[src/rtl/byte_word_packer.sv]
// byte_word_packer: gathers a byte-serial valid/ready stream into BYTES-wide
// little-endian words. A word can be closed early with inLast, and any unused
// upper bytes are zero. The output register is separate from the accumulator.
// One finished word can wait in the accumulator (pending) while the output
// register is stalled.
module byte_word_packer #(
    parameter int BYTES = 6,
    parameter int CNT_W = $clog2(BYTES + 1)
) (
    input  logic                 clock,
    input  logic                 reset,
    input  logic [7:0]           inByte,
    input  logic                 inValid,
    input  logic                 inLast,
    output logic                 inReady,
    output logic [8*BYTES-1:0]   outWord,
    output logic [CNT_W-1:0]     outCount,
    output logic                 outLast,
    output logic                 outValid,
    input  logic                 outReady
);
    localparam int              IDX_W   = $clog2(BYTES);
    localparam logic [IDX_W-1:0] IDX_MAX = IDX_W'(BYTES - 1);

    logic [8*BYTES-1:0] acc_q, acc_d;
    logic [IDX_W-1:0]   idx_q, idx_d;
    logic               pend_q, pend_d;
    logic [CNT_W-1:0]   pend_cnt_q, pend_cnt_d;
    logic               pend_last_q, pend_last_d;
    logic [8*BYTES-1:0] out_word_q, out_word_d;
    logic [CNT_W-1:0]   out_cnt_q, out_cnt_d;
    logic               out_last_q, out_last_d;
    logic               out_valid_q, out_valid_d;

    logic               byte_acc, slot_free, completing;
    logic [8*BYTES-1:0] word_c;
    logic [CNT_W-1:0]   cnt_c;

    // inReady depends only on registered state, so there is no path from
    // inValid, inLast or outReady.
    assign inReady  = !pend_q;
    assign outWord  = out_word_q;
    assign outCount = out_cnt_q;
    assign outLast  = out_last_q;
    assign outValid = out_valid_q;

    // Build the word the current byte would complete, and decide the handshakes.
    always_comb begin
        byte_acc   = inValid && !pend_q;
        slot_free  = !out_valid_q || outReady;
        completing = byte_acc && ((idx_q == IDX_MAX) || inLast);
        cnt_c      = CNT_W'(idx_q) + CNT_W'(1);
        word_c     = '0;
        for (int k = 0; k < BYTES; k++) begin
            if (IDX_W'(k) < idx_q)
                word_c[8*k +: 8] = acc_q[8*k +: 8];
            else if (IDX_W'(k) == idx_q)
                word_c[8*k +: 8] = inByte;
        end
    end

    // Next state: pending drain, completing byte (direct load or park), plain byte.
    always_comb begin
        acc_d       = acc_q;
        idx_d       = idx_q;
        pend_d      = pend_q;
        pend_cnt_d  = pend_cnt_q;
        pend_last_d = pend_last_q;
        out_word_d  = out_word_q;
        out_cnt_d   = out_cnt_q;
        out_last_d  = out_last_q;
        out_valid_d = out_valid_q;
        if (pend_q) begin
            // No byte is accepted while a word is parked. Drain it when the slot frees.
            if (slot_free) begin
                out_word_d  = acc_q;
                out_cnt_d   = pend_cnt_q;
                out_last_d  = pend_last_q;
                out_valid_d = 1'b1;
                acc_d       = '0;
                pend_d      = 1'b0;
            end
        end else if (completing) begin
            idx_d = '0;
            if (slot_free) begin
                out_word_d  = word_c;
                out_cnt_d   = cnt_c;
                out_last_d  = inLast;
                out_valid_d = 1'b1;
                acc_d       = '0;
            end else begin
                acc_d       = word_c;
                pend_d      = 1'b1;
                pend_cnt_d  = cnt_c;
                pend_last_d = inLast;
            end
        end else begin
            if (byte_acc) begin
                for (int k = 0; k < BYTES; k++)
                    if (IDX_W'(k) == idx_q) acc_d[8*k +: 8] = inByte;
                idx_d = idx_q + IDX_W'(1);
            end
            // The word was taken and nothing new was loaded, so the slot goes empty.
            if (out_valid_q && outReady) out_valid_d = 1'b0;
        end
    end

    // State registers. Reset discards any partial or parked word.
    always_ff @(posedge clock) begin
        if (reset) begin
            acc_q       <= '0;
            idx_q       <= '0;
            pend_q      <= 1'b0;
            pend_cnt_q  <= '0;
            pend_last_q <= 1'b0;
            out_word_q  <= '0;
            out_cnt_q   <= '0;
            out_last_q  <= 1'b0;
            out_valid_q <= 1'b0;
        end else begin
            acc_q       <= acc_d;
            idx_q       <= idx_d;
            pend_q      <= pend_d;
            pend_cnt_q  <= pend_cnt_d;
            pend_last_q <= pend_last_d;
            out_word_q  <= out_word_d;
            out_cnt_q   <= out_cnt_d;
            out_last_q  <= out_last_d;
            out_valid_q <= out_valid_d;
        end
    end
endmodule

[config.mk]
export PLATFORM = sky130hd
export DESIGN_NAME = byte_word_packer
export DESIGN_NICKNAME = d
export VERILOG_FILES = /design/src/rtl/byte_word_packer.sv
export SDC_FILE = /design/constraint.sdc
export NUM_CORES = 1
export LEC_CHECK = 0
export ABC_AREA = 1
export BUFFER_PORTS_ARGS = -buffer_cell sky130_fd_sc_hd__buf_2
export CAP_MARGIN = 20
export CORE_AREA = 2 2 125 127
export CTS_BUF_LIST = sky130_fd_sc_hd__clkbuf_8
export CTS_CLUSTER_SIZE = 25
export DETAILED_ROUTE_END_ITERATION = 8
export DIE_AREA = 0 0 127 129
export GPL_TIMING_DRIVEN = 0
export PLACE_DENSITY_LB_ADDON = 0.15
export SLEW_MARGIN = 0
export SYNTH_ARGS = -nofsm -noshare
export SYNTH_HDL_FRONTEND = slang
export SYNTH_SLANG_ARGS = --single-unit
export TNS_END_PERCENT = 20
[constraint.sdc]
create_clock -name clock -period 1.5 [get_ports clock]
set_input_delay 0 -clock clock [delete_from_list [all_inputs] [get_ports clock]]
set_output_delay 0 -clock clock [all_outputs]
set_load 0.05 [all_outputs]
==> results.yml <==
status:
  status: "complete, but fails checks"
  violations: "negative setup slack"
logic_synthesis:
  synth_cell_type_count: 34
  syn_inst: 948
  yosys.area.top_type: "dfxtp_1"
  syn_nets: 964
  ys_warn_count: 0
  synth_ff_type: "dfxtp_1"
  synth_edf_count: 0
  netlist_area_um2: 5920
  avgSynthCellArea_um2: 6.25
  yosys-top-cells-area: "dfxtp_1 37%, nand2_1 22%, nor2_1 9.9%"
  synth_commonest_cells: "354 x nand2_1, 156 x nor2_1, 109 x dfxtp_1"
  ys_seq_area_share_pct: 36.9
  async_reset_ff_share_pct: 0
  synth_seq_cells: 109
  yosysMostFrequentCell: "nand2_1"
  netlist.area_leader.share_pct: 36.9
layout:
  area_growth_pct: 27.0
  register_area_um2: 2190
  final_core_util_pct: 50.2
  drive_gt1_share_pct: 23.4
  multiInputGateArea_um2: 3480
  fillers: 1571
  diodes: 0
  nets: 1069
cts:
  htree_levels: 3
  clkSinkCount: 109
  numCtsBuffers: 9
  clk_path_buf_depth: 2
  path_clk_slew_ns: 0.11
  root_buffer: "clkbuf_8"
  cts_tree: "built"
  clock_latency_ns: 0.40
worst_setup_path:
  cp_cell_sequence: "buf_12 > nand2_1 > nor2_4 > buf_4 > nand2_1 > o21ai_0 > nand2_1 > o21ai_0 > nor2_1 > nor2_1"
  crit_type: "flop to flop"
  critPathMaxStageDelay_ns: 0.38
  crit_slowest_cell: "dfxtp_2"
  startpoint_type: "flop"
  critPathBufInv: 2
  required_ns: 1.84
  arrival_ns: 1.89
  crit_family: "simple AND/OR/NAND/NOR gates"
  end_kind: "flop"
  cp_common_cell: "nand2_1"
  worstPathMaxFanout: 8
place:
  dp_hpwl_mm: 13.0
  post-place-ws_ns: -0.253
  gp_congestion: 0.896
  portBuffers: 66
routing:
  drt-total-wl_mm: 19.5
  drc: 0
  first_pass_iters: 5
  drtIter0Drc: 495
  ant_nets: 0
  num_vias: 6277
  via_per_inst: 5.04
  wl_per_cell_um: 15.6
timing:
  timing.final.crit_share_pct: 103
  slew_headroom_pct: 53.2
  drv_slew: 0
  clock.fmax_mhz: 646
  setup_slack_ns: -0.0489
  fin_crit_ns: 1.55
  hold_viol_final: 0
  worst_slew_pin_slew_ns: 0.703
  finalSetupTns_ns: -0.894
  grt_setup_unrepaired: "true"
  fin_skew_ns: 0.0184
  holdWs_ns: 0.123
  setup_viol: 45
global_routing:
  grt_pass1_wl_mm: 30.5
  grt_max_degree: 19
  grt_usage_pct: 23.9
  antenna_found_initial: 0
  first_global_vias: 5787
  grt_overflow: 0
hold_path:
  hold_class: "input port to flop"
floorplanning:
  die_h_um: 129
  coreArea_um2: 15000
  initial_core_util_pct: 39.5
  die_x_um: 127
  fp.dieArea_um2: 16400
  num_rows: 45
  io_pins: 67
power_and_ir_drop:
  power_density_nw_per_um2: 876
  p_leak_uw: 0.00359
  ir_worst_vdd_mv: 0.383
job:
  cap_viol_max_count: 0
[sequential cells by signal, indices dropped and copies added, names as in the netlist]
register,count
pend_cnt_q,3
acc_q,48
outLast,1
pend_q,1
outWord,48
outValid,1
pend_last_q,1
idx_q,3
outCount,3
[cell type report]
| type | count | area share [%] |
|---|---|---|
| sequential | 109 | 29.1 |
| tap | 188 | 3.13 |
| clock buffer | 9 | 1.65 |
| timing repair buffer | 93 | 8.18 |
| buffer | 49 | 6.14 |
| inverter | 83 | 4.77 |
| clock inverter | 7 | 0.699 |
| multi-input combinational | 708 | 46.3 |
[path summary, 6_finish.rpt]
path,startpoint,cells past startpoint,slack [ns],end
hold / removal,inByte[0],5,0.12,acc_q[0]$_SDFFE_PP0P_
setup reg to reg,idx_q[0]$_SDFFE_PP0P_,10,-0.05,outWord[27]$_SDFFE_PP0P_
hold reg to reg,pend_cnt_q[2]$_SDFFE_PP0P_,2,0.47,pend_cnt_q[2]$_SDFFE_PP0P_
setup / recovery,idx_q[0]$_SDFFE_PP0P_,10,-0.05,outWord[27]$_SDFFE_PP0P_
[layer usage]
layer | part of all wire (%) | wire length (µm) | vias up | GRT usage (%)
li1 | - | - | 3163 | -
met4 | 3.3 | 644 | 0 | 9.31
met2 | 44 | 8650 | 189 | 37.5
met1 | 47 | 9080 | 2873 | 32.9
met3 | 5.5 | 1080 | 52 | 4.41
met5 | 0 | 0 | - | 0
[tightest hold or removal path, stage by stage]
cell and delay, ns:
buf_2 0.17, nand2_4 0.13, nand2_1 0.07, nor2_2 0.07
nor2_1 0.04
[kinds of logic (layout without fill, tap and decap cells)]
| group | count (synthesis) | count (layout) | synth area share, % |
|---|---|---|---|
| compound gates | 152 | 152 | 13.9 |
| xor+xnor | 1 | 1 | 0.148 |
| fa+ha+maj | 3 | 3 | 0.634 |
| buf+inv | 132 | 241 | 10.7 |
| flops | 109 | 109 | 36.9 |
| simple gates | 551 | 552 | 37.8 |
[layout by cell type, fill, tap and decap left out, types with 4 or more instances in the layout]
master           n
a21boi_1         6
a21oi_1         20
a21oi_2         10
buf_12           6
buf_2           68
buf_4           23
buf_6           12
buf_8           11
clkbuf_1        10
clkbuf_8         9
clkinv_4         5
dfxtp_1        104
dfxtp_2          5
dlygate4sd3_1    4
inv_1           73
nand2_1        322
nand2_2         25
nand2_4         15
nand2_8          6
nand3_1         13
nand3_2          5
nor2_1         147
nor2_2           8
nor2_4           5
o21ai_0         54
o21ai_1         33
o21ai_2          7
o22ai_1         16
[where the power goes]
group / internal [µW] / switching (µW)
clock network: 611 / 1110
logic: 521 / 1180
registers: 3080 / 83.2
[repair_timing]
item / CTS / global route
gates cloned: 1 / 2
buffers inserted: 16 / 5
gates resized for setup: 113 / 91
hold buffers: 4 / 0
setup endpoints to repair: 105 / 105
endpoints found under the hold margin: 7 / 0
pin swaps: 10 / 27
[through the flow]
stage | power (µW) | instances | instance area [µm²]
final | 6590 | 1246 | 7520
after global routing | 6930 | 1246 | 7520
after CTS | 6530 | 1239 | 7170
after detailed placement | 4670 | 1202 | 6490
after global placement | 4660 | 1202 | 6490
after floorplan | 4280 | 948 | 5930
(Power assumes the default switching activity.)
